**src/rtl/fpu_wb_arbiter.sv**
```systemverilog
// Writeback arbiter for one FPU lane: per-source skid registers and a round-robin
// grant that presents at most one register write per cycle.

module fpu_wb_skid (
  input  logic        i_clk,
  input  logic        i_rst,
  input  logic        i_flag,
  input  logic [4:0]  i_rt,
  input  logic [31:0] i_data,
  input  logic        i_gnt,
  output logic        o_v,
  output logic        o_cand,
  output logic        o_coll,
  output logic [4:0]  o_rt,
  output logic [31:0] o_data
);
  logic        r_v;
  logic [4:0]  r_rt;
  logic [31:0] r_data;

  // A grant drains the skid, or consumes the input directly when the skid is empty.
  always_ff @(posedge i_clk) begin
    if (i_rst) begin
      r_v    <= 1'b0;
      r_rt   <= '0;
      r_data <= '0;
    end else if (i_gnt) begin
      r_v <= 1'b0;
    end else if (i_flag && !r_v) begin
      r_v    <= 1'b1;
      r_rt   <= i_rt;
      r_data <= i_data;
    end
  end

  assign o_v    = r_v;
  assign o_cand = r_v | i_flag;
  assign o_coll = r_v & i_flag;
  assign o_rt   = r_v ? r_rt : i_rt;
  assign o_data = r_v ? r_data : i_data;
endmodule

module fpu_wb_arbiter #(
  parameter int N_SRC    = 4,
  parameter int STALL_TH = 2
) (
  input  logic                       i_clk,
  input  logic                       i_rst,
  input  logic                       i_interlock,
  input  logic [N_SRC-1:0]           i_in_flag,
  input  logic [5*N_SRC-1:0]         i_in_rt,
  input  logic [32*N_SRC-1:0]        i_in_data,
  output logic                       o_wb_flag,
  output logic [4:0]                 o_wb_rt,
  output logic [31:0]                o_wb_data,
  output logic [$clog2(N_SRC+1)-1:0] o_pending,
  output logic                       o_stall_req,
  output logic                       o_overflow
);
  localparam int PW = $clog2(N_SRC);
  localparam int CW = $clog2(N_SRC+1);
  localparam logic [PW:0] NS = (PW+1)'(N_SRC);

  logic [N_SRC-1:0]            w_v, w_cand, w_coll, w_gnt_oh;
  logic [N_SRC-1:0][4:0]       w_cand_rt;
  logic [N_SRC-1:0][31:0]      w_cand_data;
  logic [PW-1:0]               r_ptr, w_gnt, w_idx;
  logic                        w_any, w_fire;
  logic                        r_wb_flag, r_ovf;
  logic [4:0]                  r_wb_rt;
  logic [31:0]                 r_wb_data;
  logic [CW-1:0]               w_pend;

  function automatic logic [PW-1:0] f_wrap(input logic [PW:0] s);
    return (s >= NS) ? PW'(s - NS) : s[PW-1:0];
  endfunction

  for (genvar i = 0; i < N_SRC; i++) begin : g_src
    fpu_wb_skid u_skid (
      .i_clk  (i_clk),
      .i_rst  (i_rst),
      .i_flag (i_in_flag[i]),
      .i_rt   (i_in_rt[5*i +: 5]),
      .i_data (i_in_data[32*i +: 32]),
      .i_gnt  (w_gnt_oh[i]),
      .o_v    (w_v[i]),
      .o_cand (w_cand[i]),
      .o_coll (w_coll[i]),
      .o_rt   (w_cand_rt[i]),
      .o_data (w_cand_data[i])
    );
    assign w_gnt_oh[i] = w_fire && (w_gnt == PW'(i));
  end

  // Walk from the farthest offset back to ptr so the nearest candidate wins.
  always_comb begin
    w_any = 1'b0;
    w_gnt = '0;
    w_idx = '0;
    for (int k = N_SRC-1; k >= 0; k--) begin
      w_idx = f_wrap({1'b0, r_ptr} + (PW+1)'(k));
      if (w_cand[w_idx]) begin
        w_any = 1'b1;
        w_gnt = w_idx;
      end
    end
  end

  assign w_fire = w_any & ~i_interlock;

  always_ff @(posedge i_clk) begin
    if (i_rst) begin
      r_wb_flag <= 1'b0;
      r_wb_rt   <= '0;
      r_wb_data <= '0;
      r_ptr     <= '0;
      r_ovf     <= 1'b0;
    end else begin
      r_ovf <= r_ovf | (|w_coll);
      if (!i_interlock) begin
        r_wb_flag <= w_any;
        if (w_any) begin
          r_wb_rt   <= w_cand_rt[w_gnt];
          r_wb_data <= w_cand_data[w_gnt];
          r_ptr     <= f_wrap({1'b0, w_gnt} + (PW+1)'(1));
        end
      end
    end
  end

  always_comb begin
    w_pend = '0;
    for (int i = 0; i < N_SRC; i++) w_pend = w_pend + CW'(w_v[i]);
  end

  assign o_wb_flag   = r_wb_flag;
  assign o_wb_rt     = r_wb_rt;
  assign o_wb_data   = r_wb_data;
  assign o_pending   = w_pend;
  assign o_stall_req = (w_pend >= CW'(STALL_TH));
  assign o_overflow  = r_ovf;
endmodule

```
**config.mk**
```make
export PLATFORM = sky130hd
export DESIGN_NAME = fpu_wb_arbiter
export DESIGN_NICKNAME = d
export VERILOG_FILES = /design/src/rtl/fpu_wb_arbiter.sv
export SDC_FILE = /design/constraint.sdc
export NUM_CORES = 1
export LEC_CHECK = 0
export CORE_UTILIZATION = 45
export CTS_BUF_LIST = sky130_fd_sc_hd__clkbuf_2 sky130_fd_sc_hd__clkbuf_4 sky130_fd_sc_hd__clkbuf_8
export DETAILED_ROUTE_END_ITERATION = 8
export PLACE_DENSITY = 0.69
export REMOVE_ABC_BUFFERS = 1
export SETUP_SLACK_MARGIN = 0.4
export SYNTH_ARGS = -nofsm -noshare
export SYNTH_HDL_FRONTEND = slang
export SYNTH_SLANG_ARGS = --single-unit
```
**constraint.sdc**
```tcl
create_clock -name i_clk -period 2 [get_ports i_clk]
set_clock_uncertainty 0.05 [all_clocks]
set_input_delay 0.4 -clock i_clk [delete_from_list [all_inputs] [get_ports i_clk]]
set_output_delay 0.4 -clock i_clk [all_outputs]
set_load 0.01 [all_outputs]
```
==> impl_metrics.env, run 1 <==
export IMPL_drt_iter0_drc=745
export IMPL_root_buffer="clkbuf_8"
export IMPL_synth_cell_area_um2=11300
export IMPL_cap_violations=0
export IMPL_final_cell_mix="nand2b_1 (296), mux2i_1 (258), dfxtp_1 (185), clkdlybuf4s50_1 (150), buf_4 (60)"
export IMPL_ys_flop_type="dfxtp_1"
export IMPL_status="finished, violations left"
export IMPL_design_power_total_mw=10.8
export IMPL_initial_core_util=0.462
export IMPL_numPortBuffers=197
export IMPL_rsz0062_at_grt="yes"
export IMPL_insertion_delay_ns=0.47
export IMPL_gp_congestion=0.847
export IMPL_grt_pass1_vias=9754
export IMPL_pwr_density_cell_nw_per_um2=682
export IMPL_via_per_inst=5.60
export IMPL_mostFrequentLayoutCell="nand2b_1"
export IMPL_grt_total_usage=0.281
export IMPL_tightest_slew_ns=0.577
export IMPL_synth_enable_flop_cells=0
export IMPL_avgSynthCellArea_um2=9.23
export IMPL_end_kind="output port"
export IMPL_cts_buffers=17
export IMPL_syn_instance_count=1227
export IMPL_cp_arrival_ns=2.00
export IMPL_core_area_um2=24500
export IMPL_yosys_area_share_xor_xnor=0
export IMPL_seq_area_frac_synth=0.341
export IMPL_grt_pass1_wl_um=55600
export IMPL_crit_type="flip-flop to output port"
export IMPL_die_y_um=161
export IMPL_die_area_um2=25800
export IMPL_yosys_warnings=0
export IMPL_fin_crit_ns=2.45
export IMPL_overflow=0
export IMPL_drc=0
export IMPL_clk_pin_slew_ns=0.10
export IMPL_synthToLayoutAreaGrowth_pct=40.2
export IMPL_h_tree_depth=4
export IMPL_tns_ns=-29.55
export IMPL_synth_adder_area_share=0.00508
export IMPL_synth_async_reset_ratio=0
export IMPL_antenna_found_initial=4
export IMPL_failed_checks="setup timing"
export IMPL_hpwl_um=22700
export IMPL_hold_violations=0
export IMPL_synth_compound_area_frac=0.100
export IMPL_drt_pass1_iterations=5
export IMPL_synth_mux_area_frac=0.266
export IMPL_slew_viol_final=0
export IMPL_postLayoutCoreUtil=0.647
export IMPL_ios=198
export IMPL_fmax_ghz=0.408
export IMPL_max_clock_path_buffers=2
export IMPL_leakagePower_nw=6.65
export IMPL_drt_wl_total_um=37600
export IMPL_worst_hold_slack_ns=0.178
export IMPL_hp_class="primary input to flip-flop"
export IMPL_max_slew_margin=0.616
export IMPL_period_share=1.23
export IMPL_row_count=57
export IMPL_clock_sinks=193
export IMPL_irDropWorstVdd_uv=327
export IMPL_nFillCells=1982
export IMPL_cts_tree="done"
export IMPL_wl_per_cell_um=21.0
export IMPL_drtAntennaViolNets=0
export IMPL_setup_violations=169
export IMPL_synth_seq_cells=193
export IMPL_synth_top_family_by_area="multiplexers"
export IMPL_critPathMaxFanout=2
export IMPL_synthSimpleGateAreaFrac=0.238
export IMPL_synth_cell_types=39
export IMPL_fin_ws_ns=-0.452
export IMPL_layout_nets=1616
export IMPL_dr_total_vias=10000
export IMPL_drive_gt1_frac=0.174
export IMPL_cp_required_ns=1.55
export IMPL_grt_max_degree=119
export IMPL_cp_start_kind="flip-flop"
export IMPL_die_x_um=161
## routing by layer
layer	global-route usage	vias up	wire length, µm
li1	-	4791	-
met4	0.125	6	1340
met3	0.0576	74	2170
met5	0	-	39
met1	0.363	4815	16600
met2	0.451	355	17500
## critical path: stages, from the launching register on
cell and delay (ns):
dfxtp_4 0.37, inv_4 0.04, fa_1 0.54, inv_2 0.05, ha_4 0.16, inv_2 0.06
ha_4 0.19, buf_6 0.11
## through the flow
step	area, µm²	cells	worst slack, ns
floorplan	10800	1111	-5.79
global placement	14200	1716	-0.625
global route	15900	1794	-0.512
finish	15900	1794	-0.452
detailed placement	14200	1716	-0.686
CTS	15300	1778	-0.460
## kinds of logic (layout without fill, tap and decap cells)
family | Yosys count | in the layout
AO/OA/AOI/OAI | 177 | 177
buffers and inverters | 123 | 365
adder cells (fa/ha/maj) | 4 | 4
multiplexers | 296 | 296
other | 0 | 1
flip-flops | 193 | 193
AND/OR/NAND/NOR | 434 | 434
## worst paths after layout
| kind | startpoint | to | slack, ns | depth (start not counted) |
|---|---|---|---|---|
| hold reg to reg | g_src[3].u_skid.r_data[7] | g_src[3].u_skid.r_data[7] | 0.43 | 2 |
| setup / recovery | g_src[0].u_skid.o_v | o_pending[1] | -0.45 | 7 |
| hold / removal | i_rst | g_src[0].u_skid.o_v | 0.18 | 2 |
| setup reg to reg | g_src[3].u_skid.o_v | g_src[0].u_skid.r_data[30] | -0.34 | 9 |
## synth_stat cells (all sizes together) (4+ instances only)
| master | instances | share of area |
|---|---|---|
| or2 | 4 | 0.0024 |
| and3b | 37 | 0.029 |
| inv | 7 | 0.0023 |
| clkbuf | 83 | 0.027 |
| mux2 | 37 | 0.037 |
| o211ai | 37 | 0.025 |
| nand2b | 297 | 0.16 |
| dfxtp | 193 | 0.34 |
| mux2i | 259 | 0.23 |
| nand2 | 39 | 0.013 |
| o21ai | 41 | 0.018 |
| a211oi | 42 | 0.028 |
| nor4 | 38 | 0.021 |
| a21oi | 45 | 0.020 |
| buf | 33 | 0.021 |
| nor2 | 13 | 0.0054 |
## registers in the layout, summed over array words and instances (netlist names)
register             count
o_wb_data               32
g_src.u_skid.r_rt       20
o_wb_flag                1
r_ptr                    2
g_src.u_skid.r_data    128
o_overflow               1
o_wb_rt                  5
g_src.u_skid.o_v         4
## cell type report
| cell class | count | area [µm²] | share of cell area |
|---|---|---|---|
| clock buffers | 21 | 277 | 0.0174 |
| flip-flops and latches | 193 | 3890 | 0.245 |
| multi-input cells | 911 | 7260 | 0.457 |
| diodes | 1 | 2.50 | 0.000158 |
| inverters | 7 | 28.8 | 0.00181 |
| clock inverters | 10 | 103 | 0.00646 |
| repair buffers | 327 | 3920 | 0.247 |
| well taps | 324 | 405 | 0.0255 |
## power breakdown
group	switching (mW)	internal [mW]	total, mW	leakage, nW
Clock	1.50	1.09	2.59	0.184
Combinational	1.73	2.11	3.84	4.88
Sequential	0.201	4.19	4.39	1.59
## what timing repair did
item / 4_1_cts / 5_1_grt
gates cloned: 12 / 5
hold buffers: 0 / 0
buffers inserted: 19 / 10
endpoints found under the setup margin: 235 / 236
pin swaps: 13 / 34
hold endpoints to repair: 0 / 0
resized for setup: 72 / 97
Power figures use the tool's default switching activity.
==> inputs of run 2 (changes only) <==
--- a/config.mk
+++ b/config.mk
@@ -5,8 +5,10 @@
 export SDC_FILE = /design/constraint.sdc
 export NUM_CORES = 1
 export LEC_CHECK = 0
+export CORE_MARGIN = 2
 export CORE_UTILIZATION = 45
 export CTS_BUF_LIST = sky130_fd_sc_hd__clkbuf_2 sky130_fd_sc_hd__clkbuf_4 sky130_fd_sc_hd__clkbuf_8
+export CTS_CLUSTER_SIZE = 28
 export DETAILED_ROUTE_END_ITERATION = 8
 export PLACE_DENSITY = 0.69
 export REMOVE_ABC_BUFFERS = 1
==> impl_metrics.env, run 2 (synthesis results as in run 1) <==
export IMPL_antenna_found_initial=1
export IMPL_final_cell_mix="nand2b_1 (296), mux2i_1 (256), dfxtp_1 (176), clkdlybuf4s50_1 (150), buf_4 (53)"
export IMPL_dr_total_vias=10300
export IMPL_critPathMaxStageDelay_ns=0.56
export IMPL_irDropWorstVdd_uv=455
export IMPL_cp_arrival_ns=2.06
export IMPL_hpwl_um=23100
export IMPL_pre_cts_slack_ns=-0.592
export IMPL_dp_cells=1716
export IMPL_cts_tree="done"
export IMPL_clk_pin_slew_ns=0.14
export IMPL_drt_iter0_drc=896
export IMPL_layout_nets=1640
export IMPL_hp_class="primary input to flip-flop"
export IMPL_largest_reg_flops=128
export IMPL_initial_core_util=0.454
export IMPL_grt_pass1_vias=10100
export IMPL_row_count=58
export IMPL_grt_pass1_wl_um=57700
export IMPL_drtAntennaViolNets=0
export IMPL_via_per_inst=5.64
export IMPL_cap_violations=0
export IMPL_drc=0
export IMPL_hold_violations=0
export IMPL_drt_pass1_iterations=7
export IMPL_min_to="g_src[1].u_skid.r_rt[0]"
export IMPL_ios=198
export IMPL_max_slew_margin=0.498
export IMPL_overflow=0
export IMPL_cts_hold_buf=0
export IMPL_pwr_share_clk=0.247
export IMPL_fmax_ghz=0.399
export IMPL_switching_share=0.332
export IMPL_clock_sinks=193
export IMPL_numPortBuffers=197
export IMPL_failed_checks="setup timing"
export IMPL_reg2regPathDepth=12
export IMPL_critical_path_cell_chain="inv_2, fa_1, inv_2, ha_4, inv_4, ha_4, buf_6"
export IMPL_whs_path_depth=3
export IMPL_setup_violations=190
export IMPL_crit_type="flip-flop to output port"
export IMPL_status="finished, violations left"
export IMPL_die_x_um=163
export IMPL_grt_total_usage=0.283
export IMPL_nFillCells=2006
export IMPL_met3_usage=0.0428
export IMPL_postLayoutCoreUtil=0.654
export IMPL_final_cell_area_um2=16300
export IMPL_insertion_delay_ns=0.50
export IMPL_r2r_start="g_src[3].u_skid.o_v"
export IMPL_die_y_um=163
export IMPL_pwr_density_cell_nw_per_um2=695
export IMPL_drive_gt1_frac=0.201
export IMPL_cts_buffers=17
export IMPL_largest_register="g_src.u_skid.r_data"
export IMPL_wl_per_cell_um=21.4
export IMPL_p_sw_mw=3.77
export IMPL_met2_usage=0.485
export IMPL_cp_required_ns=1.55
export IMPL_synthToLayoutAreaGrowth_pct=44.0
export IMPL_power_frac_comb=0.364
export IMPL_fin_crit_ns=2.51
export IMPL_mostFrequentLayoutCell="nand2b_1"
export IMPL_period_share=1.25
export IMPL_max_clock_path_buffers=2
export IMPL_slew_viol_final=0
export IMPL_seqPwrFrac=0.389
export IMPL_worstHoldStart="i_rst"
export IMPL_r2r_slack_ns=-0.39
export IMPL_p_int_mw=7.58
export IMPL_critPathMaxFanout=2
export IMPL_use_met1=0.357
export IMPL_cp_start_kind="flip-flop"
export IMPL_stdcell_count=1825
export IMPL_end_kind="output port"
export IMPL_gp_congestion=0.840
export IMPL_core_area_um2=25000
export IMPL_top_usage_layer="met2"
export IMPL_grt_max_degree=152
export IMPL_leakagePower_nw=6.60
export IMPL_dpl_cell_area_um2=14200
export IMPL_cp_slowest_cell="fa_1"
export IMPL_die_area_um2=26500
export IMPL_root_buffer="clkbuf_8"
export IMPL_tightest_slew_ns=0.753
export IMPL_h_tree_depth=4
export IMPL_rsz0062_at_grt="yes"
export IMPL_r2r_end="g_src[2].u_skid.r_data[27]"
export IMPL_fin_ws_ns=-0.505
export IMPL_drt_wl_total_um=39000
[run 2: changes by cell type in the layout (fill, tap and decap cells not counted), moves of 7 or more]
| cell | before | now |
|---|---|---|
| buf_6 | 21 | 39 |
| buf_16 | 12 | 22 |
| dfxtp_2 | 3 | 15 |
| buf_4 | 60 | 53 |
| dlymetal6s2s_1 | 40 | 19 |
| clkdlybuf4s15_1 | 0 | 12 |
| dfxtp_1 | 185 | 176 |
[run 2: cell type report]
cell class                      instances  area, µm²  area share
Multi-Input combinational cell        911       7300       0.448
Timing Repair Buffer                  351       4260       0.261
Sequential cell                       193       3890       0.238
Tap cell                              330        413      0.0253
Clock buffer                           17        234      0.0143
Clock inverter                         15        189      0.0116
Inverter                                7       28.8     0.00176
Antenna cell                            1       2.50    0.000153
[run 2: worst max path at each step]
stage                        startpoint                          to  slack (ns)  depth (start not counted)
floorplan           g_src[0].u_skid.o_v   g_src[2].u_skid.r_data[0]       -5.79                          5
global placement           i_in_flag[1]                o_wb_data[3]       -0.56                         10
detailed placement         i_in_flag[0]  g_src[0].u_skid.r_data[21]       -0.59                          7
CTS                 g_src[3].u_skid.o_v                o_pending[1]       -0.46                          7
global route        g_src[1].u_skid.o_v                o_pending[1]       -0.55                          7
finish              g_src[3].u_skid.o_v                o_pending[1]       -0.51                          7
[run 2: worst max-delay path: cells and delay by family, from the launching register on]
kind / cells / cell delay (ns)
adder cells (fa/ha/maj): 3 / 0.90
flip-flops: 1 / 0.37
buffers and inverters: 4 / 0.27
[run 2: through the flow]
stage	TNS (ns)	hold slack (ns)	total power [mW]
6_report	-57.71	0.231	11.3
5_1_grt	-63.02	0.241	11.7
4_1_cts	-37.18	0.216	11.2
3_5_place_dp	-100.22	0.412	7.50
3_3_place_gp	-94.65	0.405	7.44
2_1_floorplan	-679.27	0.398	6.03
[run 2: per-layer routing]
metal | wire (µm) | share of wire
met1 | 16200 | 0.41
met2 | 18800 | 0.48
met3 | 2290 | 0.059
met4 | 1680 | 0.043
met5 | 0 | 0
[run 2: what timing repair did]
action | 4_1_cts | 5_1_grt
resized for setup | 169 | 74
endpoints found under the setup margin | 236 | 230
pin swaps | 39 | 26
gates cloned | 23 | 0
buffers inserted | 34 | 19
[run 2: power groups by stage]
stage | sequential, mW | combinational (mW) | clock [mW]
floorplan | 4.58 | 1.46 | 0
global placement | 4.47 | 2.97 | 0
detailed placement | 4.48 | 3.01 | 0
CTS | 4.40 | 3.93 | 2.82
global route | 4.45 | 4.31 | 2.97
finish | 4.41 | 4.13 | 2.80
==> inputs of run 3 (changes only) <==
--- a/config.mk
+++ b/config.mk
@@ -10,6 +10,7 @@
 export CTS_BUF_LIST = sky130_fd_sc_hd__clkbuf_2 sky130_fd_sc_hd__clkbuf_4 sky130_fd_sc_hd__clkbuf_8
 export CTS_CLUSTER_SIZE = 28
 export DETAILED_ROUTE_END_ITERATION = 8
+export GPL_ROUTABILITY_DRIVEN = 1
 export PLACE_DENSITY = 0.69
 export REMOVE_ABC_BUFFERS = 1
 export SETUP_SLACK_MARGIN = 0.4
==> results of run 3 <==
The final DEF is identical to that of run 2; final timing and power are the same.
